**src/rtl/seg_shift_ctrl_if.sv**
```systemverilog
// rtl/seg_shift_ctrl_if.sv - segment-chain controller bus: image/start in, serial chain and status out
interface seg_shift_ctrl_if;
  logic [63:0] seg_txt;
  logic        start;
  logic        flash;
  logic        seg_clk;
  logic        seg_sout;
  logic        seg_latch;
  logic        busy;
  logic        done;

  modport master (
    output seg_txt, start,
    input  flash, seg_clk, seg_sout, seg_latch, busy, done
  );

  modport slave (
    input  seg_txt, start,
    output flash, seg_clk, seg_sout, seg_latch, busy, done
  );
endinterface

```
**src/rtl/seg_shift_ctrl.sv**
```systemverilog
// rtl/seg_shift_ctrl.sv - 64-bit segment image serializer with latch pulse and blink clock
// Optional feature macro: SEG_AUTO_REFRESH_EN (resend the image whenever it changes).
module seg_shift_ctrl #(
  parameter int CLK_DIV = 2,
  parameter int FLASH_W = 24
) (
  input  logic             clk,
  input  logic             rst_n,
  seg_shift_ctrl_if.slave  bus
);

  localparam int DIV_W = (2 * CLK_DIV > 2) ? $clog2(2 * CLK_DIV) : 1;
  localparam logic [DIV_W-1:0]   DIV_ONE    = 1;
  localparam logic [DIV_W-1:0]   HALF       = CLK_DIV;
  localparam logic [DIV_W-1:0]   BIT_LAST   = 2 * CLK_DIV - 1;
  localparam logic [DIV_W-1:0]   LATCH_LAST = CLK_DIV - 1;
  localparam logic [FLASH_W-1:0] FLASH_ONE  = 1;

  typedef enum logic [1:0] {
    IDLE  = 2'd0,
    SHIFT = 2'd1,
    LATCH = 2'd2
  } state_e;

  state_e             state_q, state_d;
  logic [63:0]        shadow_q, shadow_d;
  logic [5:0]         bit_cnt_q, bit_cnt_d;
  logic [DIV_W-1:0]   div_q, div_d;
  logic [FLASH_W-1:0] flash_cnt_q, flash_cnt_d;
  logic               seg_clk_q, seg_clk_d;
  logic               seg_sout_q, seg_sout_d;
  logic               seg_latch_q, seg_latch_d;
  logic               busy_q, busy_d;
  logic               done_q, done_d;
  logic               start_req;
  logic               frame_go;

`ifdef SEG_AUTO_REFRESH_EN
  logic [63:0] last_q, last_d;
  logic        pending_q, pending_d;

  assign start_req = bus.start | pending_q;

  // The compare register tracks what was actually captured, so a change
  // arriving mid-frame leaves pending set and triggers the next frame.
  always_comb begin
    last_d    = last_q;
    pending_d = pending_q | (bus.seg_txt != last_q);
    if (frame_go) begin
      last_d    = bus.seg_txt;
      pending_d = 1'b0;
    end
  end

  always_ff @(posedge clk or negedge rst_n) begin
    if (!rst_n) begin
      last_q    <= '0;
      pending_q <= 1'b0;
    end else begin
      last_q    <= last_d;
      pending_q <= pending_d;
    end
  end
`else
  assign start_req = bus.start;
`endif

  assign frame_go = (state_q == IDLE) && start_req;

  always_comb begin
    state_d     = state_q;
    shadow_d    = shadow_q;
    bit_cnt_d   = bit_cnt_q;
    div_d       = div_q;
    flash_cnt_d = flash_cnt_q + FLASH_ONE;

    case (state_q)
      IDLE: begin
        if (frame_go) begin
          state_d   = SHIFT;
          shadow_d  = bus.seg_txt;
          bit_cnt_d = 6'd0;
          div_d     = '0;
        end
      end
      SHIFT: begin
        if (div_q == BIT_LAST) begin
          div_d     = '0;
          shadow_d  = {shadow_q[62:0], 1'b0};
          bit_cnt_d = bit_cnt_q + 6'd1;
          if (bit_cnt_q == 6'd63) begin
            state_d = LATCH;
          end
        end else begin
          div_d = div_q + DIV_ONE;
        end
      end
      LATCH: begin
        if (div_q == LATCH_LAST) begin
          div_d   = '0;
          state_d = IDLE;
        end else begin
          div_d = div_q + DIV_ONE;
        end
      end
      default: begin
        state_d = IDLE;
        div_d   = '0;
      end
    endcase

    // Outputs are decoded from next-state values so that every pin is a flop
    // yet still lines up with the cycle the state actually occupies.
    seg_clk_d   = (state_d == SHIFT) && (div_d >= HALF);
    seg_sout_d  = (state_d == SHIFT) && shadow_d[63];
    seg_latch_d = (state_d == LATCH);
    busy_d      = (state_d != IDLE);
    done_d      = (state_q == LATCH) && (state_d == IDLE);
  end

  always_ff @(posedge clk or negedge rst_n) begin
    if (!rst_n) begin
      state_q     <= IDLE;
      shadow_q    <= '0;
      bit_cnt_q   <= '0;
      div_q       <= '0;
      flash_cnt_q <= '0;
      seg_clk_q   <= 1'b0;
      seg_sout_q  <= 1'b0;
      seg_latch_q <= 1'b0;
      busy_q      <= 1'b0;
      done_q      <= 1'b0;
    end else begin
      state_q     <= state_d;
      shadow_q    <= shadow_d;
      bit_cnt_q   <= bit_cnt_d;
      div_q       <= div_d;
      flash_cnt_q <= flash_cnt_d;
      seg_clk_q   <= seg_clk_d;
      seg_sout_q  <= seg_sout_d;
      seg_latch_q <= seg_latch_d;
      busy_q      <= busy_d;
      done_q      <= done_d;
    end
  end

  assign bus.flash     = flash_cnt_q[FLASH_W-1];
  assign bus.seg_clk   = seg_clk_q;
  assign bus.seg_sout  = seg_sout_q;
  assign bus.seg_latch = seg_latch_q;
  assign bus.busy      = busy_q;
  assign bus.done      = done_q;

endmodule

```
**src/flat_wrapper.sv**
```systemverilog
// flat-port wrapper written by rule: the top's interface ports become plain ports
module seg_shift_ctrl_flat 
#(
  parameter int CLK_DIV = 2,
  parameter int FLASH_W = 24
)
  (clk, rst_n, bus_seg_txt, bus_start, bus_flash, bus_seg_clk, bus_seg_sout, bus_seg_latch, bus_busy, bus_done);
  seg_shift_ctrl_if bus_i ();
  input  logic clk;
  input  logic rst_n;
  input wire logic [$bits(bus_i.seg_txt)-1:0] bus_seg_txt;
  input wire logic [$bits(bus_i.start)-1:0] bus_start;
  output wire logic [$bits(bus_i.flash)-1:0] bus_flash;
  output wire logic [$bits(bus_i.seg_clk)-1:0] bus_seg_clk;
  output wire logic [$bits(bus_i.seg_sout)-1:0] bus_seg_sout;
  output wire logic [$bits(bus_i.seg_latch)-1:0] bus_seg_latch;
  output wire logic [$bits(bus_i.busy)-1:0] bus_busy;
  output wire logic [$bits(bus_i.done)-1:0] bus_done;
  assign bus_i.seg_txt = bus_seg_txt;
  assign bus_i.start = bus_start;
  assign bus_flash = bus_i.flash;
  assign bus_seg_clk = bus_i.seg_clk;
  assign bus_seg_sout = bus_i.seg_sout;
  assign bus_seg_latch = bus_i.seg_latch;
  assign bus_busy = bus_i.busy;
  assign bus_done = bus_i.done;
  seg_shift_ctrl #(.CLK_DIV(CLK_DIV), .FLASH_W(FLASH_W)) u_core (.clk(clk), .rst_n(rst_n), .bus(bus_i));
endmodule
```
**config.mk**
```make
export PLATFORM = sky130hd
export DESIGN_NAME = seg_shift_ctrl_flat
export DESIGN_NICKNAME = d
export VERILOG_FILES = /design/src/rtl/seg_shift_ctrl_if.sv /design/src/rtl/seg_shift_ctrl.sv /design/src/flat_wrapper.sv
export SDC_FILE = /design/constraint.sdc
export NUM_CORES = 1
export LEC_CHECK = 0
export CORE_ASPECT_RATIO = 1.1
export CORE_MARGIN = 1.5
export CORE_UTILIZATION = 47
export DETAILED_ROUTE_END_ITERATION = 10
export PLACE_DENSITY = 0.73
export SYNTH_ARGS = -nofsm -noshare
export SYNTH_HDL_FRONTEND = slang
export SYNTH_SLANG_ARGS = --single-unit
```
**constraint.sdc**
```tcl
create_clock -name clk -period 1.85 [get_ports clk]
set_input_delay 0.4625 -clock clk [delete_from_list [all_inputs] [get_ports clk]]
set_output_delay 0.4625 -clock clk [all_outputs]
set_load 0.02 [all_outputs]
```
### Yosys cells after proc, flatten, opt, wreduce, memory -nomap -nowiden

Index checks and enable logic that the tools add are counted.

| operators by class | value |
|---|---|
| add/sub/neg operators | 3 |
| $lt $le $gt $ge | 1 |
| equality and inequality tests | 9 |
| muxes and demuxes | 15 |
| reduce and logical (&&, ||, !) cells | 9 |

Operators with widths:

| kind | number |
|---|---|
| $mux 64 | 2 |
| $pmux 64 s2 | 1 |
| $add 24x1->24 const B | 1 |
| $mux 2 | 7 |
| $mux 6 | 2 |
| $pmux 2 s3 | 2 |
| $pmux 6 s2 | 1 |
| $add 6x1->6 const B | 1 |
| $eq 2x1->1 const B | 3 |
| $eq 2x2->1 const B | 3 |
| $eq 6x6->1 const B | 1 |
| $logic_and 1x1->1 | 4 |
| $logic_not 2->1 | 2 |
| $ne 2x1->1 const B | 2 |
| $reduce_bool 2->1 | 2 |
| $reduce_and 3->1 | 1 |
| $add 2x1->2 const B | 1 |
| $ge 2x2->1 const B | 1 |

| word-level totals | value |
|---|---|
| register bits after elaboration | 103 |
| output and inout bits | 6 |
| logic and storage cells | 48 |

### Logic depth before layout (Yosys ltp)

Gate-level depths: netlist (run 1).

| depth | value |
|---|---|
| depth in word-level cells | 6 |
| depth in mapped cells | 7 |

### Worst setup path after synthesis (run 1)

Ideal clock, no wire load.

| timing | value |
|---|---|
| path kind | reg2reg |
| start point | reg u_core.div_q[0] |
| end point | reg u_core.shadow_q[17] |
| library setup time | 0.124 ns |
| arrival time | 1.463 ns |
| required time | 1.726 ns |
| setup slack | 0.263 ns |
| cell stages (with the launch flop) | 8 |
| buffers on the path | 3 |
| cells stage by stage | dfrtp_1 > ha_1 > clkbuf_2 > and3b_1 > buf_2 > buf_2 > a22oi_1 > nand2_1 |

| between the ends | value |
|---|---|
| cells in the longest elaborated chain, start to end | 3 |

Ends and longest elaborated chain:

| element | RTL line | text |
|---|---|---|
| from (decl) | seg_shift_ctrl.sv:28 | `logic [DIV_W-1:0] div_q, div_d;` |
| from (signal assigned) | seg_shift_ctrl.sv:137 | `div_q <= div_d;` |
| $eq 2x2->1 | seg_shift_ctrl.sv:87 | `if (div_q == BIT_LAST) begin` |
| $ne 2x1->1 (no line) | - |  |
| $reduce_and 3->1 (no line) | - |  |
| to (signal assigned) | seg_shift_ctrl.sv:135 | `shadow_q <= shadow_d;` |
| to (decl) | seg_shift_ctrl.sv:26 | `logic [63:0] shadow_q, shadow_d;` |

Every way passes these cells.
A chain may end at the register's enable or synchronous reset.

### Final worst setup path (run 1)

| timing | value |
|---|---|
| start point | reg u_core.busy_q, in the netlist u_core.bus.busy |
| end point | out bus_busy |

RTL lines:

| element | RTL line | text |
|---|---|---|
| from (decl) | seg_shift_ctrl.sv:33 | `logic busy_q, busy_d;` |
| from (signal assigned) | seg_shift_ctrl.sv:142 | `busy_q <= busy_d;` |
| to (decl) | flat_wrapper.sv:17 | `output wire logic [$bits(bus_i.busy)-1:0] bus_busy;` |

No word-level cell between the ends.

==> results.yml, run 1 <==
status:
  status: "finished, final reports clean"
drt:
  avgRoutedWirePerCell_um: 14.2
  drc_errors: 0
  antenna_left: 0
  drt_iter0_drc: 198
  wl_mm: 9.09
  num_vias: 3442
  drt-vias-per-instance: 5.38
  drt_pass1_iterations: 5
synth:
  ys_ff_latch: 103
  synth_nets: 515
  ys_types: 36
  yosysWarnings: 0
  async_reset_ff_frac: 1.00
  syn_area_mm2: 0.00448
  synth_edf_count: 0
  postSynthCellCount: 443
  synth_flop_cell: "dfrtp_1"
  synth_seq_area_share: 0.576
  avgSynthCellArea_um2: 10.1
global_routing:
  grt_pass1_wl_mm: 15.3
  antenna_found_initial: 0
  grt_max_degree: 52
  grt_pass1_vias: 3470
  grt_overflow: 0
  track_usage: 0.194
sta:
  finalSetupViolations: 0
  min_period_over_period: 0.943
  finClkSkew_ps: 13.9
  rsz0062_at_grt: "false"
  finalMaxSlewViolations: 0
  max_slew_margin: 0.630
  tightest_slew_ps: 554
  fmax_mhz: 573
  min_period_ps: 1740
  hold_viol_final: 0
final_layout:
  final_common_cell: "nand2_1"
  utilization: 0.602
  instances_no_fill: 640
  layout-drive-gt1-share: 0.0727
  insertedDiodeCount: 0
  finalNetCount: 590
  final_cell_mix: "nand2_1 (140), dfrtp_1 (103), clkdlybuf4s50_1 (70)"
  area_growth_pct: 25.1
setup_path:
  cp.arrival_ps: 1280
  cp_slowest_cell: "clkdlybuf4s50_1"
  crit_buf_inv: 1
  critPathKind: "reg2out"
  required_ps: 1390
  crit_family: "buffers and inverters"
  path_cells: "clkdlybuf4s50_1"
  cpPeakStageDelay_ps: 600
  cp_max_fo: 1
  cp-start-kind: "register"
  setup.worst_path.end_class: "primary output"
floorplanning:
  fp.dieW_um: 96.1
  io_pins: 73
  num_rows: 37
  fp.coreArea_mm2: 0.00931
  die_h_um: 105
  start_util: 0.481
  die_area_mm2: 0.0101
cts:
  cts.sinks: 103
  clk_path_buf_depth: 2
  clkSlewWorstSetupHoldPaths_ps: 90
  cts_buffers: 9
  postCtsSetupBuffers: 0
  h-tree-depth: 3
  cts_tree: "yes"
  clock_latency_ps: 360
  root_buffer: "clkbuf_8"
power:
  ir_drop_mv: 0.622
  power_density_mw_per_mm2: 1160
  leakage_nw: 2.71
placement:
  port_buffers: 72
  dp.cells: 624
  hpwlAfterDp_mm: 6.34
  place.gp.congestion: 0.825
hold_path:
  hp-class: "in2async"
run:
  drv_cap: 0
[power breakdown]
group | internal (mW) | total (mW) | switching, mW
Sequential | 2.87 | 3.23 | 0.363
Combinational | 0.808 | 1.86 | 1.05
Clock | 0.634 | 1.41 | 0.779
[path summary, 6_finish.rpt]
path	from	end	cells after the start	slack, ps
setup / recovery	u_core.bus.busy$_DFF_PN0_	bus_busy	1	110
hold / removal	rst_n	u_core.flash_cnt_q[14]$_DFF_PN0_	1	20
setup reg to reg	u_core.div_q[0]$_DFF_PN0_	u_core.shadow_q[35]$_DFFE_PN0P_	6	220
hold reg to reg	u_core.flash_cnt_q[22]$_DFF_PN0_	u_core.flash_cnt_q[22]$_DFF_PN0_	1	470
max in group asynchronous	rst_n	u_core.bit_cnt_q[5]$_DFFE_PN0P_	2	1240
min in group clk	u_core.flash_cnt_q[22]$_DFF_PN0_	u_core.flash_cnt_q[22]$_DFF_PN0_	1	470
[Yosys cell counts (all sizes together) (5+ instances only)]
library cell,instances,area (um^2)
clkbuf,6,23.8
nand2,140,526
buf,18,90.1
xnor2,12,105
xor2,13,114
inv,9,33.8
a22oi,63,473
nor2,15,58.8
nand4,7,58.8
nand3,9,45.0
dfrtp,103,2580
nor3,7,35.0
ha,5,62.6
[logic make-up (layout without fill, tap and decap cells)]
logic type,count (synthesis),in the layout,share of synthesized area
DFF,103,103,0.576
xor gates and xnor gates,25,25,0.0489
buffers and inverters,33,113,0.0330
AOI/OAI and AO/OA,80,80,0.130
and+or+nand+nor,197,197,0.198
adders and majority gates,5,5,0.0140
[area by class of cell]
class                   instances  area (um^2)
flip-flops and latches        103         2580
inverters                       9         33.8
fillers                       786         3700
clock inverters                 6         67.6
well taps                     117          146
clock buffers                  10          128
repair buffers                 88          891
multi-input cells             307         1760
[sequential cells by signal (all words and copies together) (netlist names)]
name / count
u_core.flash_cnt_q: 24
u_core.bus.seg_latch: 1
u_core.bus.busy: 1
u_core.bit_cnt_q: 6
u_core.bus.seg_sout: 1
u_core.state_q: 2
u_core.div_q: 2
u_core.bus.done: 1
u_core.bus.seg_clk: 1
u_core.shadow_q: 64
[per-stage QoR]
stage | total power, mW | instance area, um^2 | setup slack [ps] | hold slack, ps | setup TNS, ps
5_1_grt | 6.98 | 5600 | 23.5 | 32.2 | 0
4_1_cts | 6.57 | 5600 | 13.9 | 12.5 | 0
3_3_place_gp | 5.06 | 5410 | -103 | 409 | -3990
3_5_place_dp | 5.15 | 5410 | -126 | 412 | -4440
6_report | 6.51 | 5600 | 106 | 18.3 | 0
2_1_floorplan | 4.46 | 4480 | 263 | 167 | 0
[what timing repair did]
item,4_1_cts,5_1_grt
gates resized for setup,0,1
hold endpoints to repair,0,0
hold buffers,0,0
setup endpoints to repair,0,1
[metal layers]
metal | part of all wire | vias up | track usage
li1 | - | 1666 | -
met1 | 0.45 | 1712 | 0.245
met2 | 0.49 | 51 | 0.318
met3 | 0.043 | 13 | 0.0404
met4 | 0.018 | 0 | 0.0840
met5 | 0 | - | 0
No activity file was read; power rests on OpenSTA's default activity.
==> inputs of run 2 (changes only) <==
Settings changed: SKIP_CTS_REPAIR_TIMING set to 1.
==> results of run 2 <==
Same layout as run 1: the final DEF is identical, and so are final timing and power.
